### config.mk
export PLATFORM = sky130hd
export DESIGN_NAME = traffic_light_monitor
export DESIGN_NICKNAME = d
export VERILOG_FILES = /design/src/rtl/traffic_pkg.sv /design/src/rtl/light_channel_checker.sv /design/src/rtl/traffic_light_monitor.sv
export SDC_FILE = /design/constraint.sdc
export NUM_CORES = 1
export LEC_CHECK = 0
export CORE_MARGIN = 1
export CORE_UTILIZATION = 40
export DETAILED_ROUTE_END_ITERATION = 8
export PLACE_DENSITY_LB_ADDON = 0.1
export SLEW_MARGIN = 20
export SYNTH_ARGS = -nofsm -noshare
export SYNTH_HDL_FRONTEND = slang
export SYNTH_SLANG_ARGS = --single-unit
### constraint.sdc
create_clock -name clk -period 2.5 [get_ports clk]
set_input_delay 0.375 -clock clk [delete_from_list [all_inputs] [get_ports clk]]
set_output_delay 0.375 -clock clk [all_outputs]
set_load 0.02 [all_outputs]
### src/rtl/traffic_pkg.sv
// Shared lamp encodings, approach indices and fault codes for the traffic light monitor.
package traffic_pkg;

  localparam logic [2:0] LAMP_RED = 3'b100;
  localparam logic [2:0] LAMP_YEL = 3'b010;
  localparam logic [2:0] LAMP_GRN = 3'b001;

  localparam int NUM_APP = 4;

  localparam logic [1:0] APP_M1 = 2'd0;
  localparam logic [1:0] APP_M2 = 2'd1;
  localparam logic [1:0] APP_MT = 2'd2;
  localparam logic [1:0] APP_S  = 2'd3;

  localparam logic [2:0] FC_NONE      = 3'd0;
  localparam logic [2:0] FC_ENCODING  = 3'd1;
  localparam logic [2:0] FC_CONFLICT  = 3'd2;
  localparam logic [2:0] FC_SEQUENCE  = 3'd3;
  localparam logic [2:0] FC_SHORT_YEL = 3'd4;
  localparam logic [2:0] FC_LONG_GRN  = 3'd5;

  localparam logic [4:0] DWELL_MAX = 5'd31;
  localparam logic [3:0] CNT_MAX   = 4'd15;

  function automatic logic lamp_ok(input logic [2:0] v);
    return (v == LAMP_RED) || (v == LAMP_YEL) || (v == LAMP_GRN);
  endfunction

  // Holding a colour or advancing R->G->Y->R is the only legal motion.
  function automatic logic legal_step(input logic [2:0] prev, input logic [2:0] cur);
    return (prev == cur) ||
           (prev == LAMP_RED && cur == LAMP_GRN) ||
           (prev == LAMP_GRN && cur == LAMP_YEL) ||
           (prev == LAMP_YEL && cur == LAMP_RED);
  endfunction

  function automatic logic [1:0] lowest_set(input logic [3:0] v);
    logic [1:0] idx;
    idx = 2'd0;
    for (int i = NUM_APP - 1; i >= 0; i--) begin
      if (v[i]) idx = 2'(i);
    end
    return idx;
  endfunction

endpackage

### src/rtl/light_channel_checker.sv
// Per-approach checker: samples one lamp bus and flags encoding, sequence and dwell violations.
module light_channel_checker
  import traffic_pkg::*;
#(
  parameter int YMIN = 2,
  parameter int GMAX = 16
) (
  input  logic       clk,
  input  logic       rst,
  input  logic [2:0] lamp,
  output logic [2:0] cur,
  output logic       cur_vld,
  output logic       enc_err,
  output logic       seq_err,
  output logic       short_yel,
  output logic       long_grn
);

  localparam logic [4:0] YMIN_W   = 5'(YMIN);
  localparam logic [4:0] GRN_TRIP = 5'(GMAX + 1);

  logic [2:0] prev;
  logic       prev_vld;
  logic [4:0] dwell;
  logic [4:0] prev_dwell;
  logic       cur_ok;
  logic       prev_ok;
  logic       timed;

  assign cur_ok  = lamp_ok(cur);
  assign prev_ok = lamp_ok(prev);

  always_ff @(posedge clk) begin
    if (rst) begin
      cur        <= 3'b000;
      prev       <= 3'b000;
      cur_vld    <= 1'b0;
      prev_vld   <= 1'b0;
      dwell      <= 5'd0;
      prev_dwell <= 5'd0;
    end else begin
      cur        <= lamp;
      prev       <= cur;
      cur_vld    <= 1'b1;
      prev_vld   <= cur_vld;
      prev_dwell <= dwell;
      // A bad sample on either side breaks the dwell history, so timing restarts.
      if (!cur_vld || !cur_ok || !lamp_ok(lamp) || lamp != cur) begin
        dwell <= 5'd1;
      end else if (dwell != DWELL_MAX) begin
        dwell <= dwell + 5'd1;
      end
    end
  end

  assign timed     = cur_vld && cur_ok && (!prev_vld || prev_ok);
  assign enc_err   = cur_vld && !cur_ok;
  assign seq_err   = timed && prev_vld && !legal_step(prev, cur);
  assign short_yel = timed && prev_vld && (prev == LAMP_YEL) && (cur == LAMP_RED) &&
                     (prev_dwell < YMIN_W);
  assign long_grn  = timed && (cur == LAMP_GRN) && (dwell == GRN_TRIP);

endmodule

### src/rtl/traffic_light_monitor.sv
// Intersection lamp monitor: per-approach checks, cross-approach conflict check, first-fault capture.
module traffic_light_monitor
  import traffic_pkg::*;
#(
  parameter int YMIN = 2,
  parameter int GMAX = 16
) (
  input  logic       clk,
  input  logic       rst,
  input  logic [2:0] light_M1,
  input  logic [2:0] light_M2,
  input  logic [2:0] light_MT,
  input  logic [2:0] light_S,
  output logic       fault,
  output logic [2:0] fault_code,
  output logic [1:0] fault_src,
  output logic [3:0] fault_cnt
);

  logic [2:0] lamp [NUM_APP];
  logic [2:0] cur  [NUM_APP];
  logic [3:0] cur_vld;
  logic [3:0] enc_err;
  logic [3:0] seq_err;
  logic [3:0] short_yel;
  logic [3:0] long_grn;

  assign lamp[APP_M1] = light_M1;
  assign lamp[APP_M2] = light_M2;
  assign lamp[APP_MT] = light_MT;
  assign lamp[APP_S]  = light_S;

  for (genvar g = 0; g < NUM_APP; g++) begin : g_chan
    light_channel_checker #(
      .YMIN(YMIN),
      .GMAX(GMAX)
    ) u_chk (
      .clk      (clk),
      .rst      (rst),
      .lamp     (lamp[g]),
      .cur      (cur[g]),
      .cur_vld  (cur_vld[g]),
      .enc_err  (enc_err[g]),
      .seq_err  (seq_err[g]),
      .short_yel(short_yel[g]),
      .long_grn (long_grn[g])
    );
  end

  logic       samp_vld;
  logic       s_conf;
  logic       mt_conf;
  logic       viol;
  logic [2:0] viol_code;
  logic [1:0] viol_src;

  assign samp_vld = &cur_vld;

  // A badly encoded bus counts as non-red for conflict purposes.
  assign s_conf  = (cur[APP_S] != LAMP_RED) &&
                   ((cur[APP_M1] != LAMP_RED) || (cur[APP_M2] != LAMP_RED) ||
                    (cur[APP_MT] != LAMP_RED));
  assign mt_conf = (cur[APP_MT] != LAMP_RED) && (cur[APP_M2] != LAMP_RED);

  always_comb begin
    viol      = 1'b0;
    viol_code = FC_NONE;
    viol_src  = APP_M1;
    if (|enc_err) begin
      viol      = 1'b1;
      viol_code = FC_ENCODING;
      viol_src  = lowest_set(enc_err);
    end else if (samp_vld && (s_conf || mt_conf)) begin
      viol      = 1'b1;
      viol_code = FC_CONFLICT;
      viol_src  = s_conf ? APP_S : APP_MT;
    end else if (|seq_err) begin
      viol      = 1'b1;
      viol_code = FC_SEQUENCE;
      viol_src  = lowest_set(seq_err);
    end else if (|short_yel) begin
      viol      = 1'b1;
      viol_code = FC_SHORT_YEL;
      viol_src  = lowest_set(short_yel);
    end else if (|long_grn) begin
      viol      = 1'b1;
      viol_code = FC_LONG_GRN;
      viol_src  = lowest_set(long_grn);
    end
  end

  always_ff @(posedge clk) begin
    if (rst) begin
      fault      <= 1'b0;
      fault_code <= FC_NONE;
      fault_src  <= APP_M1;
      fault_cnt  <= 4'd0;
    end else if (viol) begin
      if (!fault) begin
        fault      <= 1'b1;
        fault_code <= viol_code;
        fault_src  <= viol_src;
      end
      if (fault_cnt != CNT_MAX) fault_cnt <= fault_cnt + 4'd1;
    end
  end

endmodule

# Word-level counts from Yosys, hierarchy flattened
# Cells that the tools add are included.
# classes
n_reduce_logical	138
mux	41
n_eq_ne	57
add_sub_neg	5
mul	0
n_div	0
bitwise	1
n_lt_le_gt_ge	4
shifts	0
# op_table
op	count
1-bit logical AND	55
1-bit logical OR	55
2-bit two-way mux	21
3-bit by 1-bit == test with 1-bit output, second input constant	12
3-bit by 2-bit == test with 1-bit output, second input constant	12
3-bit == test, second input constant	12
5-bit by 1-bit adder with 5-bit output, second input constant	4
5-bit == test, second input constant	4
5-bit by 2-bit < comparator with 1-bit output, second input constant	4
5-bit inequality test, second input constant	4
4-bit OR reduction	4
1-bit two-way mux	15
3-bit two-way mux	5
1-bit logical NOT	14
3-bit == test	4
3-bit inequality test	4
3-bit inequality test, second input constant	4
2-bit nonzero test	4
2-bit OR reduction	4
4-bit by 1-bit adder with 4-bit output, second input constant	1
4-bit inequality test, second input constant	1
2-bit AND reduction	2
1-bit inverter	1
# totals
memories	0
elab_cells	272
ramBits	0
rom_bits	0
output_inout_bits	10
reg_bits	76
latchBits	0

# Logic depth before layout (Yosys ltp)
# depth
depth_word	17
depth_mapped	10
depth_no_buf	10

# Modules after synthesis
# From an unflattened synthesis, not the netlist that was laid out.
# unflattened
cells_unflattened	426
area_unflattened_um2	4112.7
# modules_own_cells
mod	n_inst	area_each_um2	seq_area_each_um2	cells_per_inst
light_channel_checker	4	853.3	340.3	85
traffic_light_monitor	1	699.4	200.2	86

# Worst setup path before layout
# No wires, ideal clock.
# synth_path
kind	flip-flop to flip-flop
start	reg g_chan[0].u_chk.cur[1]
end	reg fault_src[0]
stages_incl_launch_ff	10
synth_period_minus_slack_ps	2104
t_arrival_ps	1986
required_time_ps	2383
n_path_buf	1
slack_ps	396
setup_time_ps	117
cell_sequence	dfxtp_1 > buf_6 > or3_1 > nand3_1 > nor3_2 > nor4b_2 > and3b_4 > and2_4 > nor4_1 > a32o_1
# synth_between
elab_chain_len	15
# synth_lines
element	line	text
start: declaration	light_channel_checker.sv:11	output logic [2:0] cur,
start signal: assignment	light_channel_checker.sv:42	cur <= lamp;
3-bit == test or 3-bit by 2-bit == test with 1-bit output (tied branches)	n/a	
1-bit logical OR (2 in a row)	traffic_pkg.sv:26	return (v == LAMP_RED) || (v == LAMP_YEL) || (v == LAMP_GRN);
1-bit logical AND (2 in a row)	light_channel_checker.sv:56	assign timed = cur_vld && cur_ok && (!prev_vld || prev_ok);
1-bit logical AND	light_channel_checker.sv:58, light_channel_checker.sv:59	
1-bit logical AND (3 in a row)	light_channel_checker.sv:59	assign short_yel = timed && prev_vld && (prev == LAMP_YEL) && (cur == LAMP_RED) &&
4-bit OR reduction	traffic_light_monitor.sv:81	end else if (|short_yel) begin
1-bit two-way mux	traffic_light_monitor.sv:81	
1-bit two-way mux	traffic_light_monitor.sv:77	end else if (|seq_err) begin
1-bit two-way mux	traffic_light_monitor.sv:73	end else if (samp_vld && (s_conf || mt_conf)) begin
1-bit two-way mux	traffic_light_monitor.sv:69	if (|enc_err) begin
2-bit AND reduction (no line)	n/a	
end signal: assignment	traffic_light_monitor.sv:102	fault_src <= viol_src;
end: declaration	traffic_light_monitor.sv:16	output logic [1:0] fault_src,
# Parallel ways exist; a longest one is shown, timed or not.
# A chain may end at the register's enable or synchronous reset.

# Final worst setup path
# layout_path
start	reg g_chan[2].u_chk.cur[1]
end	reg fault_src[0]
# layout_between
elab_chain_len	16
# layout_lines
element	line	text
start: declaration	light_channel_checker.sv:11	
start signal: assignment	light_channel_checker.sv:42	
3-bit == test or 3-bit by 2-bit == test with 1-bit output (tied branches)	n/a	
1-bit logical OR (2 in a row)	traffic_pkg.sv:26	
1-bit logical AND (2 in a row)	light_channel_checker.sv:56	
1-bit logical AND	light_channel_checker.sv:58, light_channel_checker.sv:59	
1-bit logical AND (3 in a row)	light_channel_checker.sv:59	
2-bit two-way mux (3 in a row)	traffic_pkg.sv:41	if (v[i]) idx = 2'(i);
2-bit two-way mux	traffic_light_monitor.sv:81	
2-bit two-way mux	traffic_light_monitor.sv:77	
2-bit two-way mux	traffic_light_monitor.sv:73	
2-bit two-way mux	traffic_light_monitor.sv:69	
# Parallel ways exist; a longest one is shown, timed or not.

==> metrics.txt <==
status finished, final reports clean; die height 99.6 µm; Non-Filler Instances 584; CP Class reg -> reg; most frequent cells in the layout 69 x dfxtp_1, 42 x nor2_1, 41 x nor2b_1; Fin. Hold Viols 0; # IOs 24; clock power share between 30% and 40%; WL per Instance 14.0 µm; Synth Instances 431; leading cell type in the layout, fill and taps excluded dfxtp_1; peak supply drop about 0.28 mV; Routed WL roughly 8200 µm; Mean Syn Cell Area 8.85 µm²; Warnings, synthesis 0; combinational share of power a little over an eighth; f_max about 420 MHz; Die W 99.6 µm; first-pass GRT wire length 14,200 µm; Psw ~0.00063 W; nature of the critical path endpoint register; P_int ~0.0017 W; RR Endpoint fault_src[0]; RSZ-0062 raised after global routing false; Worst-Skew Late Latency 0.34 ns; grt total ovfl 0; All-Layer GR Usage 18.1%; slew of the pin with the lowest slew margin around 0.47 ns; total CTS buffers 9; worst path required time around 2.7 ns; max-cap violations 0; sw frac 26.9%; Root Driver clkbuf_8; Site Rows 35; setup_tns 0 ns; starting density of the core between 40% and 50%; vias in the first global route around 2,900; start point of the critical path g_chan[2].u_chk.cur[1]; RD Place Congestion slightly below 0.9; Final period util a little over nine tenths; syn_nets 458; Finish-stage setup viols 0; worst hold start rst; flop2flop setup slack between 0.1 and 0.15 ns; Reg clk slew, reported paths 0.07 ns; HPWL after detailed placement between 6000 and 7000 µm; Slew Limit Fails 0; Static Leak between 1.5 and 2 nW; Post-CTS Hold Buffers 0; ys flop type dfxtp_1; multi-input logic area roughly 0.0022 mm²; Layout Nets 477; Critical Path Source Type register; number of post-CTS setup repair buffers 0; DRT iter0 DRCs 192; slew margin rel. between 60 and 70%; vias per inst about 5.2; placed cells 568; Arr. time, crit path between 2 and 3 ns; number of fill cells in the layout 925; DR vias about 3,100; Cell Area, Synth roughly 0.0038 mm²; CP Max Fanout 12; number of unique standard cell types used by synthesis 62; Min-Delay Path Class in -> reg; Post-synth EDFFs 0; # port buffers 23; largest net degree at the start of global routing 38; PD cells roughly 540 mW/mm²; ANT nets after route 0; Reg area approximately 0.0014 mm²; share of cells above drive strength 1 a little under a tenth; CTS Sinks 72; cts repair resizes 0; H-tree levels 3; Remaining DRCs 0; post-synthesis register bit count around 70; antenna violations before repair 0; worst reg2reg path startpoint g_chan[2].u_chk.cur[1]; clk_skew ~0.0073 ns; crit path to fault_src[0]; drt first pass iters 4; Flop pwr share a little over half; sequential area share after synthesis between 30 and 40%; full die area ~0.0099 mm²; CTS tree done; Syn-to-layout area delta 13.1%; final worst path period need ~2.4 ns; Async S/R FF share, synth 0%; area of the core 0.00924 mm²; clock tree buffer depth 2; ANT cells 0; Reg2Reg Depth 8
-- stage by stage --
step	hold WS, ns	cell area [µm²]	setup WS [ns]	total power, W	util [%]
6_report	0.364	4310	0.132	0.00235	46.7
5_1_grt	0.358	4310	0.00547	0.00248	46.7
3_5_place_dp	0.455	4140	0.133	0.00158	44.8
2_1_floorplan	0.463	3810	0.396	0.00147	-
3_3_place_gp	0.447	4140	0.185	0.00158	44.8
4_1_cts	0.357	4300	0.117	0.00238	46.6
-- cell type report --
type	instances	area share [%]
clock buffer	13	3.45
clock inverter	3	0.406
inverter	13	1.13
multi-input combinational	324	51.3
sequential	72	33.5
tap	129	3.74
timing repair buffer	30	6.44
-- logic make-up after synthesis --
kind of cell	synth area share [%]
AND/OR/NAND/NOR	33.2
AO/OA/AOI/OAI	12.6
multiplexers	1.31
buffers and inverters	4.36
flip-flops	37.8
adder cells (fa/ha/maj)	4.27
XOR/XNOR	6.43
-- worst max-delay path, cell delays in order (launching register included) --
cell and delay (ns):
dfxtp_1 0.43, or3b_1 0.44, or3_1 0.37, nand4_2 0.14, o21ai_2 0.10, nor3_4 0.25, and2_4 0.24, nor4_1 0.06
a32o_1 0.23
-- cells in the mapped netlist, types with 8 or more instances --
| cell type | instances | area [µm²] |
|---|---|---|
| dfxtp_1 | 72 | 1440 |
| nor2_1 | 42 | 158 |
| nor2b_1 | 41 | 257 |
| a21oi_1 | 26 | 130 |
| nor3_1 | 17 | 85.1 |
| xnor2_1 | 15 | 131 |
| nand2_1 | 14 | 52.6 |
| o21ai_0 | 14 | 70.1 |
| ha_1 | 13 | 163 |
| inv_1 | 13 | 48.8 |
| nor4_1 | 13 | 81.3 |
| xor2_1 | 13 | 114 |
| nand3_1 | 11 | 55.1 |
| buf_2 | 10 | 50.1 |
| nor4bb_1 | 8 | 80.1 |
-- power groups by stage --
stage / clock network [W] / registers (W) / logic, W
floorplan: 0 / 0.00125 / 0.000216
global placement: 0 / 0.00127 / 0.000303
detailed placement: 0 / 0.00127 / 0.000304
CTS: 0.000828 / 0.00125 / 0.000306
global route: 0.000885 / 0.00125 / 0.000337
finish: 0.000795 / 0.00125 / 0.000304
-- sequential cells by signal (all words and copies together) (netlist names) --
| name | flops |
|---|---|
| fault_code | 3 |
| fault_src | 2 |
| g_chan.u_chk.prev | 12 |
| fault | 1 |
| g_chan.u_chk.dwell | 20 |
| g_chan.u_chk.prev_vld | 1 |
| g_chan.u_chk.cur_vld | 1 |
| fault_cnt | 4 |
| g_chan.u_chk.prev_dwell | 16 |
| g_chan.u_chk.cur | 12 |
-- routing by layer --
| layer | vias to the layer above | GRT usage (%) | part of all wire [%] |
|---|---|---|---|
| met2 | 38 | 29.2 | 46 |
| met1 | 1434 | 23.5 | 50 |
| met3 | 13 | 4.36 | 2.6 |
| li1 | 1574 | - | - |
| met4 | 0 | 6.45 | 1.7 |
| met5 | - | 0 | 0 |
-- how the worst min path moves through the flow --
stage | depth (start not counted) | endpoint
final | 2 | g_chan[1].u_chk.cur_vld
after global routing | 2 | g_chan[1].u_chk.cur_vld
after CTS | 2 | g_chan[1].u_chk.cur_vld
after detailed placement | 2 | fault_code[0]
after global placement | 2 | fault_code[0]
after floorplan | 2 | g_chan[0].u_chk.prev_dwell[1]
No activity file was read; power rests on OpenSTA's default activity.
